--- config.mk ---
export PLATFORM = sky130hd
export DESIGN_NAME = fb_rect_writer
export DESIGN_NICKNAME = d
export VERILOG_FILES = /design/src/rtl/fb_rect_writer.sv
export SDC_FILE = /design/constraint.sdc
export NUM_CORES = 1
export LEC_CHECK = 0
export CAP_MARGIN = 20
export CORE_MARGIN = 4
export CORE_UTILIZATION = 40
export CTS_CLUSTER_SIZE = 25
export DETAILED_ROUTE_END_ITERATION = 7
export PLACE_DENSITY = 0.63
export SYNTH_ARGS = -nofsm -noshare
export SYNTH_HDL_FRONTEND = slang
export SYNTH_SLANG_ARGS = --single-unit
--- constraint.sdc ---
create_clock -name clk -period 11.3 [get_ports clk]
set_input_delay 2.26 -clock clk [delete_from_list [all_inputs] [get_ports clk]]
set_output_delay 2.26 -clock clk [all_outputs]
set_load 0.01 [all_outputs]
--- src/rtl/fb_rect_writer.sv ---
// fb_rect_writer: filled-rectangle drawing engine on the write port of the
// VGA framebuffer. Accepts one command over valid/ready, clips it to the
// screen and writes it row-major, one pixel per clock, with no bubbles.
// Optional feature: define FB_CLEAR_ON_RST_EN to zero the whole framebuffer
// after every reset before the first command is accepted.
module fb_rect_writer #(
    parameter int RES_X      = 320,
    parameter int RES_Y      = 240,
    parameter int MEM_WIDTH  = 8,
    parameter int MEM_DEPTH  = RES_X * RES_Y,
    parameter int ADDR_WIDTH = $clog2(MEM_DEPTH),
    parameter int X_BITS     = $clog2(RES_X),
    parameter int Y_BITS     = $clog2(RES_Y)
) (
    input  logic                  clk,
    input  logic                  rst,
    input  logic                  cmd_valid,
    output logic                  cmd_ready,
    input  logic [X_BITS-1:0]     cmd_x,
    input  logic [Y_BITS-1:0]     cmd_y,
    input  logic [X_BITS:0]       cmd_w,
    input  logic [Y_BITS:0]       cmd_h,
    input  logic [MEM_WIDTH-1:0]  cmd_color,
    output logic                  busy,
    output logic                  done,
    output logic [ADDR_WIDTH-1:0] mem_addr,
    output logic [MEM_WIDTH-1:0]  din,
    output logic                  wen
);

    localparam logic [X_BITS+1:0]   RES_X_W = (X_BITS+2)'(RES_X);
    localparam logic [Y_BITS+1:0]   RES_Y_W = (Y_BITS+2)'(RES_Y);
    localparam logic [ADDR_WIDTH-1:0] ROW_STEP = ADDR_WIDTH'(RES_X);

`ifdef FB_CLEAR_ON_RST_EN
    typedef enum logic [2:0] {S_IDLE, S_SETUP, S_DRAW, S_DONE, S_CLEAR} state_t;
    localparam logic [ADDR_WIDTH:0] CLR_END = (ADDR_WIDTH+1)'(MEM_DEPTH);
    logic [ADDR_WIDTH:0] clr_cnt;
`else
    typedef enum logic [1:0] {S_IDLE, S_SETUP, S_DRAW, S_DONE} state_t;
`endif

    state_t state;

    // Latched command
    logic [X_BITS-1:0]    x_q;
    logic [Y_BITS-1:0]    y_q;
    logic [X_BITS:0]      w_q;
    logic [Y_BITS:0]      h_q;
    logic [MEM_WIDTH-1:0] color_q;

    // Draw walk state
    logic [X_BITS+1:0]    col, x_end;
    logic [Y_BITS+1:0]    row, y_end;
    logic [ADDR_WIDTH-1:0] row_base;

    // Combinational helpers
    logic [X_BITS+1:0]    x_sum, x_end_c, col_next;
    logic [Y_BITS+1:0]    y_sum, y_end_c, row_next;
    logic                 empty_c;
    logic [ADDR_WIDTH-1:0] setup_base, next_base, first_addr, row_addr;

    // Clipping, emptiness and address arithmetic; the only multiply is the
    // one-off row base in SETUP, every pixel address after that is incremental
    always_comb begin
        x_sum      = {2'b00, x_q} + {1'b0, w_q};
        y_sum      = {2'b00, y_q} + {1'b0, h_q};
        x_end_c    = (x_sum > RES_X_W) ? RES_X_W : x_sum;
        y_end_c    = (y_sum > RES_Y_W) ? RES_Y_W : y_sum;
        empty_c    = ({2'b00, x_q} >= RES_X_W) || ({2'b00, y_q} >= RES_Y_W) ||
                     (w_q == '0) || (h_q == '0);
        setup_base = ADDR_WIDTH'(y_q) * ROW_STEP;
        first_addr = setup_base + ADDR_WIDTH'(x_q);
        next_base  = row_base + ROW_STEP;
        row_addr   = next_base + ADDR_WIDTH'(x_q);
        col_next   = col + 1'b1;
        row_next   = row + 1'b1;
    end

    // Command FSM with registered handshake, status and write-port outputs
    always_ff @(posedge clk) begin
        if (rst) begin
`ifdef FB_CLEAR_ON_RST_EN
            state   <= S_CLEAR;
            clr_cnt <= '0;
`else
            state   <= S_IDLE;
`endif
            cmd_ready <= 1'b0;
            busy      <= 1'b0;
            done      <= 1'b0;
            wen       <= 1'b0;
            mem_addr  <= '0;
            din       <= '0;
        end else begin
            case (state)
                S_IDLE: begin
                    done <= 1'b0;
                    wen  <= 1'b0;
                    if (cmd_valid && cmd_ready) begin
                        x_q       <= cmd_x;
                        y_q       <= cmd_y;
                        w_q       <= cmd_w;
                        h_q       <= cmd_h;
                        color_q   <= cmd_color;
                        cmd_ready <= 1'b0;
                        busy      <= 1'b1;
                        state     <= S_SETUP;
                    end else begin
                        cmd_ready <= 1'b1;
                        busy      <= 1'b0;
                    end
                end
                S_SETUP: begin
                    row_base <= setup_base;
                    col      <= {2'b00, x_q};
                    row      <= {2'b00, y_q};
                    x_end    <= x_end_c;
                    y_end    <= y_end_c;
                    if (empty_c) begin
                        done  <= 1'b1;
                        state <= S_DONE;
                    end else begin
                        wen      <= 1'b1;
                        mem_addr <= first_addr;
                        din      <= color_q;
                        state    <= S_DRAW;
                    end
                end
                S_DRAW: begin
                    // Next-pixel decision is made while the current pixel is
                    // on the port, so row wraps cost no idle cycle
                    if (col_next < x_end) begin
                        col      <= col_next;
                        mem_addr <= mem_addr + 1'b1;
                    end else if (row_next < y_end) begin
                        col      <= {2'b00, x_q};
                        row      <= row_next;
                        row_base <= next_base;
                        mem_addr <= row_addr;
                    end else begin
                        wen   <= 1'b0;
                        done  <= 1'b1;
                        state <= S_DONE;
                    end
                end
                S_DONE: begin
                    done      <= 1'b0;
                    cmd_ready <= 1'b1;
                    busy      <= 1'b0;
                    state     <= S_IDLE;
                end
`ifdef FB_CLEAR_ON_RST_EN
                S_CLEAR: begin
                    if (clr_cnt < CLR_END) begin
                        wen      <= 1'b1;
                        busy     <= 1'b1;
                        din      <= '0;
                        mem_addr <= clr_cnt[ADDR_WIDTH-1:0];
                        clr_cnt  <= clr_cnt + 1'b1;
                    end else begin
                        wen       <= 1'b0;
                        busy      <= 1'b0;
                        cmd_ready <= 1'b1;
                        state     <= S_IDLE;
                    end
                end
`endif
                default: state <= S_IDLE;
            endcase
        end
    end

endmodule

==> impl_metrics.json <==
{
  "crit_buf_inv": 2,
  "numCtsBuffers": 17,
  "synthArstFlopShare_pct": 0,
  "cp_slowest_stage_delay_ns": 0.48,
  "rsz0062_at_grt": "no",
  "synth_edf_count": 97,
  "tightest_slew_ns": 0.964,
  "fmax_mhz": 267,
  "fin_setup_tns_ns": 0,
  "dr.pass1.iters": 4,
  "reg2reg_from": "col[0]",
  "layout_setup_ws_ns": 7.56,
  "crit_start": "col[0]",
  "hpwl_mm": 12.9,
  "grt_util_all_layers_pct": 16.3,
  "met2_usage_pct": 27.4,
  "synth_warnings": 0,
  "leakage_uw": 0.00353,
  "regArea_sq_um": 3530,
  "setup_viol": 0,
  "ys_top_cells_by_count": "edfxtp_1 (97), ha_1 (62), nor2_1 (61)",
  "gr-total-overflow": 0,
  "post_cts_resize_count": 0,
  "cp-end-kind": "flop",
  "path_delay_family": "compound AO/OA/AOI/OAI gates",
  "final_cells": 1106,
  "outcome": "finished clean",
  "syn_to_final_growth_pct": 21.5,
  "drive_above_1_share_pct": 8.39,
  "critPathMaxFanout": 8,
  "hold_violations": 0,
  "crit_path_start_kind": "flop",
  "totalWireLength_mm": 17.2,
  "fin_nets": 947,
  "ant_nets": 0,
  "vias": 5685,
  "htreeDepth": 4,
  "crit_type": "reg2reg",
  "num_antenna_cells": 0,
  "clk_pin_slew_ns": 0.06,
  "die-area_sq_um": 21600,
  "grt_max_degree": 44,
  "multi_input_area_sq_um": 3980,
  "hold_buffers": 0,
  "grt_util_met3_pct": 3.55,
  "synth_most_common_cell": "edfxtp_1",
  "post_cts_buffers": 0,
  "num-fill-cells": 1755,
  "yosysTopAreaCell": "edfxtp_1",
  "drtIter0Drc": 336,
  "cp_data_required_time_ns": 11.43,
  "period_share_pct": 33.1,
  "critPathCapture": "col[1]",
  "initial_core_util_pct": 41.0,
  "netlist_area_sq_um": 7710,
  "reg2regPathDepth": 14,
  "grt_pass1_wl_mm": 28.4,
  "r2r_slack_ns": 7.56,
  "numPlacedInstances": 1072,
  "synth-main-ff-cell": "edfxtp_1",
  "maxCapViolations": 0,
  "ir_drop_mv": 0.105,
  "first_global_vias": 5603,
  "p_per_area_nw_per_um2": 220,
  "antenna_found_initial": 0,
  "core-area_sq_um": 18800,
  "skew_ns": 0.0100,
  "cts.sinks": 128,
  "netlist_top_cells_area": "edfxtp_1 (38%), ha_1 (10%), dfxtp_1 (8.0%), xnor2_1 (4.9%), a21oi_1 (3.4%)",
  "dieHeight_microns": 147,
  "wl_per_cell_microns": 15.5,
  "portBuffers": 75,
  "cp.arrival_ns": 3.87,
  "route.detailed.drc": 0,
  "fin_hold_ws_ns": 0.454,
  "synth-seq-cells": 128,
  "cts_buffer_depth": 2,
  "worst_path_max_delay_cell": "a21oi_1",
  "dieWidth_microns": 147,
  "ios": 76,
  "regToRegEndpoint": "col[1]",
  "ys_types": 67,
  "final_max_slew_viol_count": 0,
  "viasPerCell": 5.14,
  "gr-usage-met1_pct": 21.5,
  "min_period_ns": 3.74,
  "place_congestion": 0.802,
  "yosysTopAreaCellShare_pct": 37.8,
  "cts_tree": "done",
  "clock_latency_ns": 0.42,
  "top_usage_layer": "met2",
  "cp.depth": 14,
  "post-place-ws_ns": 6.92,
  "crit_chain": "ha_1 > nand3_1 > inv_1 > nand3_1 > nor2_1 > xor2_1 > ha_1 > a21o_1 > a21o_1 > a21oi_2 > o21a_1 > nor2_1 > a21oi_1 > buf_4",
  "rows": 50,
  "hp-class": "reg2reg",
  "clock-root-buffer": "clkbuf_16",
  "max_slew_margin_pct": 35.5,
  "syn_inst": 745,
  "ys_seq_area_share_pct": 45.8,
  "postSynthAreaPerCell_sq_um": 10.4
}
## cell type report
class / instances / area share (%)
clock buffers: 17 / 4.54
clock inverters: 15 / 1.54
inverters: 39 / 1.56
multi-input cells: 564 / 42.4
flip-flops and latches: 128 / 37.7
well taps: 260 / 3.47
repair buffers: 83 / 8.73
## cells by family after synthesis
| logic type | after synthesis | synth area share (%) |
|---|---|---|
| xor gates and xnor gates | 65 | 7.38 |
| other | 1 | 0.0486 |
| AOI/OAI and AO/OA | 176 | 15.4 |
| muxes | 9 | 1.25 |
| adders and majority gates | 67 | 11.4 |
| buffers and inverters | 56 | 2.87 |
| and+or+nand+nor | 243 | 15.8 |
| DFF | 128 | 45.8 |
## worst min-delay path, stage by stage, from the launching register on
cell	delay, ns
dfxtp_1	0.31
nand2_1	0.05
a21oi_1	0.05
## layer usage
layer  vias to the layer above  routed length (microns)  part of all wire [%]
met5                         -                        0                     0
li1                       2912                        -                     -
met4                         0                      150                  0.87
met1                      2652                     8040                    47
met2                       107                     8280                    48
met3                        14                      691                   4.0
## registers in the layout (all words and copies together) (netlist names), 9 cells and up
| signal | cells |
|---|---|
| row | 10 |
| y_end | 10 |
| h_q | 9 |
| x_end | 11 |
| w_q | 10 |
| col | 11 |
| mem_addr | 17 |
| row_base | 11 |
| x_q | 9 |
## per-stage QoR
| stage | area, sq um | utilization (%) | power (uW) |
|---|---|---|---|
| final | 9370 | 49.8 | 2060 |
| after global routing | 9370 | 49.8 | 2200 |
| after CTS | 9350 | 49.6 | 2070 |
| after detailed placement | 8780 | 46.6 | 1530 |
| after global placement | 8780 | 46.6 | 1520 |
| after floorplan | 7720 | - | 1290 |
## cell usage in the layout (no fill, tap or decap), types with 18 or more instances in the layout
cell type	instances
a21oi_1	52
inv_1	37
nand3_1	26
clkdlybuf4s50_1	75
edfxtp_1	97
nand2_1	55
nor3_1	21
ha_1	62
dfxtp_1	31
xor2_1	22
o21ai_0	18
nor2_1	61
xnor2_1	43
## how the worst min path moves through the flow
| stage | from | to | cells after the start |
|---|---|---|---|
| final | din[4] | din[4] | 2 |
| after global routing | din[7] | din[7] | 2 |
| after CTS | din[4] | din[4] | 2 |
| after detailed placement | din[4] | din[4] | 2 |
| after global placement | din[1] | din[1] | 2 |
| after floorplan | color_q[0] | din[0] | 2 |
## power by group
| part | switching (uW) | internal [uW] |
|---|---|---|
| Sequential | 91.2 | 637 |
| Combinational | 453 | 344 |
| Clock | 222 | 310 |
(Power assumes the default switching activity.)
==> patch 1: new RTL, same settings <==
The option `FB_CLEAR_ON_RST_EN` is turned on by a define.
--- a/src/rtl/fb_rect_writer.sv
+++ b/src/rtl/fb_rect_writer.sv
@@ -3,6 +3,8 @@
 // screen and writes it row-major, one pixel per clock, with no bubbles.
 // Optional feature: define FB_CLEAR_ON_RST_EN to zero the whole framebuffer
 // after every reset before the first command is accepted.
+`define FB_CLEAR_ON_RST_EN
+
 module fb_rect_writer #(
     parameter int RES_X      = 320,
     parameter int RES_Y      = 240,
Behaviour: not the same (Yosys sat finds a counterexample within 4 cycles, from zero or initial values and one cycle with rst high).
==> patch 1 against the unedited design <==
- non-clock buffer count fell by 1
- worst setup slack lost 0.40 ns
- design area is 10% higher
- sequential cell count rose by 19
- area after synthesis rose by 12%
- wire length increased by 20%
- critical path type is now input port to flip-flop
- highest routed layer unchanged
Power is not compared: it rests on default switching activity, and its combinational part moved more than twofold at a synthesized area within 25%.
==> patch 1: results (changes against the unedited design) <==
register area share after synthesis=45.1% (-0.68 points); critical path arrival=4.19 ns (+0.32 ns); initial drt markers=476 (+42%); total track usage=17.3% (+1.0 points); run status=finished clean; worst slew pin tran=1.03 ns (+0.0672 ns); leak pwr=3.82 nW; drt pass-1 iters=5 (+1); first-pass GRT wire length=33.6 mm (+19%); vias in the first global route=6,651 (+19%); largest net degree at the start of global routing=47 (+6.8%); Via Count=6,921 (+22%); met3 wire length=959 µm (+39%); GPL Wtd Cong=0.818 (+2.0%); Worst R2R Setup Slack=7.46 ns (-0.10 ns); distinct cell type count after synthesis=74 (+10%); worst flop-to-flop path startpoint=row[2]$_DFFE_PP_; Wirelength per Cell=16.4 µm (+5.5%); Endpoint, Worst Hold=din[0]$_SDFFE_PP0P_; Critical Path Fanout Max=46 (+38); Fillers=1,972 (+12%); r2r worst-path depth=11 (-3); Layout Nets=1,083 (+14%); Layout Skew=0.0107 ns (+0.000690 ns); Placed Cells=1,227 (+14%); top cells by area, synth=edfxtp_1 34%, dfxtp_1 12%, ha_1 8.5%; Hold Crit Start=din[0]$_SDFFE_PP0P_; Met2 Wirelength=10.0 mm (+21%)
-- patch 1: cell types whose count changed after synthesis, sizes merged, moves of 9 or more --
cell   delta
nor2     +18
o21ai    +21
buf       +9
nand3    +15
inv      +11
dfxtp    +19
nand2    +34
nor3      -9
-- patch 1: through the flow --
step                instance area, µm²  setup slack (ns)  util, %
floorplan                         8680              6.70        -
global placement                  9710              6.76     45.9
detailed placement                9710              6.74     45.9
CTS                              10300              7.19     48.6
global route                     10300              7.05     48.7
finish                           10300              7.16     48.7
-- patch 1: layout make-up --
| cell class | instances | area share, % |
|---|---|---|
| timing repair buffer | 82 | 7.87 |
| clock buffer | 18 | 4.26 |
| clock inverter | 14 | 1.35 |
| sequential | 147 | 38.0 |
| tap | 275 | 3.34 |
| multi-input combinational | 674 | 43.4 |
| inverter | 50 | 1.82 |
-- patch 1: layer usage --
| layer | vias to the layer above | track usage [%] |
|---|---|---|
| met2 | 159 | 29.4 |
| met1 | 3277 | 22.2 |
| li1 | 3448 | - |
| met4 | 0 | 6.21 |
| met5 | - | 0 |
| met3 | 37 | 3.39 |
-- patch 1: worst max path at each step --
stage | start | endpoint
floorplan | rst | x_end[0]$_SDFFCE_PN0P_
detailed placement | rst | y_q[7]$_DFFE_PP_
CTS | rst | y_q[6]$_DFFE_PP_
global route | rst | h_q[0]$_DFFE_PP_
global placement | rst | y_q[6]$_DFFE_PP_
finish | rst | y_q[2]$_DFFE_PP_
-- patch 1: worst max-delay path, cell delays in order --
cell             delay, ns
clkdlybuf4s50_1       0.39
buf_4                 0.28
inv_1                 0.30
and2_2                0.89
-- patch 1: logic make-up after synthesis --
family                   count (synthesis)  share of synthesized area [%]
AND/OR/NAND/NOR                        311                           17.4
AO/OA/AOI/OAI                          222                           16.7
flip-flops                             147                           45.1
buffers and inverters                   76                           3.55
XOR/XNOR                                70                           7.16
adder cells (fa/ha/maj)                 64                           9.67
multiplexers                             3                          0.361
other                                    1                         0.0432
-- patch 1: report_power, final --
group	internal (W)	switching (W)	leakage [nW]
Combinational	0.0000181	0.00000828	2.26
Sequential	0.000571	0.00000235	1.27
Clock	0.000315	0.000242	0.285
==> patch 2: new RTL, config.mk and constraints unchanged <==
Made on the original files. Re-encode `state_t` (4 states) as one-hot, 4 bits wide.
--- a/src/rtl/fb_rect_writer.sv
+++ b/src/rtl/fb_rect_writer.sv
@@ -37,7 +37,7 @@
     localparam logic [ADDR_WIDTH:0] CLR_END = (ADDR_WIDTH+1)'(MEM_DEPTH);
     logic [ADDR_WIDTH:0] clr_cnt;
 `else
-    typedef enum logic [1:0] {S_IDLE, S_SETUP, S_DRAW, S_DONE} state_t;
+    typedef enum logic [3:0] {S_IDLE = 4'b0001, S_SETUP = 4'b0010, S_DRAW = 4'b0100, S_DONE = 4'b1000} state_t;
 `endif
 
     state_t state;
Behaviour: no difference found for any inputs over 4 cycles, from zero or initial values and one cycle with rst high; so few cycles prove little.
==> patch 2 against the unedited design <==
- clock skew is 0.0020 ns higher
- worst setup slack worse by 0.74 ns
- sequential share of layout area is 0.30 points higher
- fmax is 16% lower
- design area is 0.35% higher
- area after synthesis is 0.60% higher
- wire length is 4.7% higher
- count of clock-buffer cells in the layout is 7 higher
- sequential cell count is 2 higher
- global-route usage is 0.70 points higher
Power is not compared: it rests on default switching activity, and its combinational part moved more than twofold at a synthesized area within 25%.
==> patch 2: results (changes against the unedited design) <==
Slew HR=32.1% (-3.3 points); Met2 Wirelength=8.28 mm (about the same); initial drt markers=433 (+29%); Wirelength per Cell=16.1 µm (+3.9%); Hold Crit Start=color_q[5]$_DFFE_PP_; wire length on met1=8.68 mm (+8.1%); M2 GR Usage=26.9% (-0.42 points); distinct cell type count after synthesis=69 (+3.0%); drt pass-1 iters=5 (+1); Critical Path Fanout Max=19 (+11); GR Layer Usage met1=23.4% (+1.9 points); top cells by area, synth=edfxtp_1 38%, ha_1 9.4%, dfxtp_1 8.5%; Via Count=5,902 (+3.8%); Fillers=1,778 (+1.3%); total track usage=17.0% (+0.70 points); layout cells sized above 1=6.32% (-2.1 points); Cells after Synth=764 (+2.6%); register area share after synthesis=46.1% (+0.24 points); first-pass GRT wire length=29.5 mm (+3.9%); Max stage delay on crit path=0.83 ns (+0.35 ns); Placed Cells=1,082 (+0.93%); vias in the first global route=5,667 (+1.1%); worst slack, placed=6.85 ns (-0.0730 ns); run status=finished clean; met3 Usage GRT=3.61% (+0.062 points); DP Wirelength=13.4 mm (+4.6%); Area after DPL=8780 µm² (about the same); Vias/cell=5.30 (+3.1%); critical path arrival=4.52 ns (+0.65 ns); fmax=223 MHz (-16%); clock slew at reported path FFs=0.06 ns (about the same); synth cell count leaders=97 x edfxtp_1, 76 x nand2_1, 59 x nor2_1, 58 x ha_1, 50 x a21oi_1
[patch 2: cell types whose count changed after synthesis, moves of 9 or more]
cell,unedited run,this run
a21boi_0,0,9
buf_2,0,9
nand2_1,55,76
o21ai_0,18,39
o21ai_1,16,2
[patch 2: kinds of logic after synthesis]
family,count (synthesis),share of synthesized area (%)
other,1,0.0483
xor gates and xnor gates,67,7.56
buffers and inverters,61,3.26
adders and majority gates,63,10.6
muxes,13,1.69
DFF,130,46.1
AOI/OAI and AO/OA,176,14.8
and+or+nand+nor,253,15.9
[patch 2: final cells by class]
type                    instances  area share (%)
multi-input cells             576            42.0
repair buffers                 83            8.62
inverters                      33            1.32
flip-flops and latches        130            38.0
clock buffers                  24            5.23
clock inverters                 8            1.33
well taps                     260            3.46
[patch 2: power by group through the flow]
stage / combinational (W) / sequential [W] / clock, W
after floorplan: 0.0000556 / 0.000535 / 0
after CTS: 0.0000892 / 0.000528 / 0.000578
final: 0.0000891 / 0.000528 / 0.000569
after detailed placement: 0.0000885 / 0.000538 / 0
after global placement: 0.0000879 / 0.000538 / 0
after global routing: 0.0000992 / 0.000529 / 0.000603
[patch 2: worst max-delay path, delay by kind of cell, from the launching register on]
family	cells	cell delay, ns
AO/OA/AOI/OAI	5	1.46
AND/OR/NAND/NOR	4	1.17
adder cells (fa/ha/maj)	2	0.53
flip-flops	1	0.41
buffers and inverters	2	0.31
XOR/XNOR	1	0.22
[patch 2: path summary, 6_finish.rpt]
path                    endpoint  slack [ns]  cells past startpoint
max             col[2]$_DFFE_PP_        6.82                     14
min          din[5]$_SDFFE_PP0P_        0.48                      2
max reg2reg     col[2]$_DFFE_PP_        6.82                     14
min reg2reg  din[5]$_SDFFE_PP0P_        0.48                      2
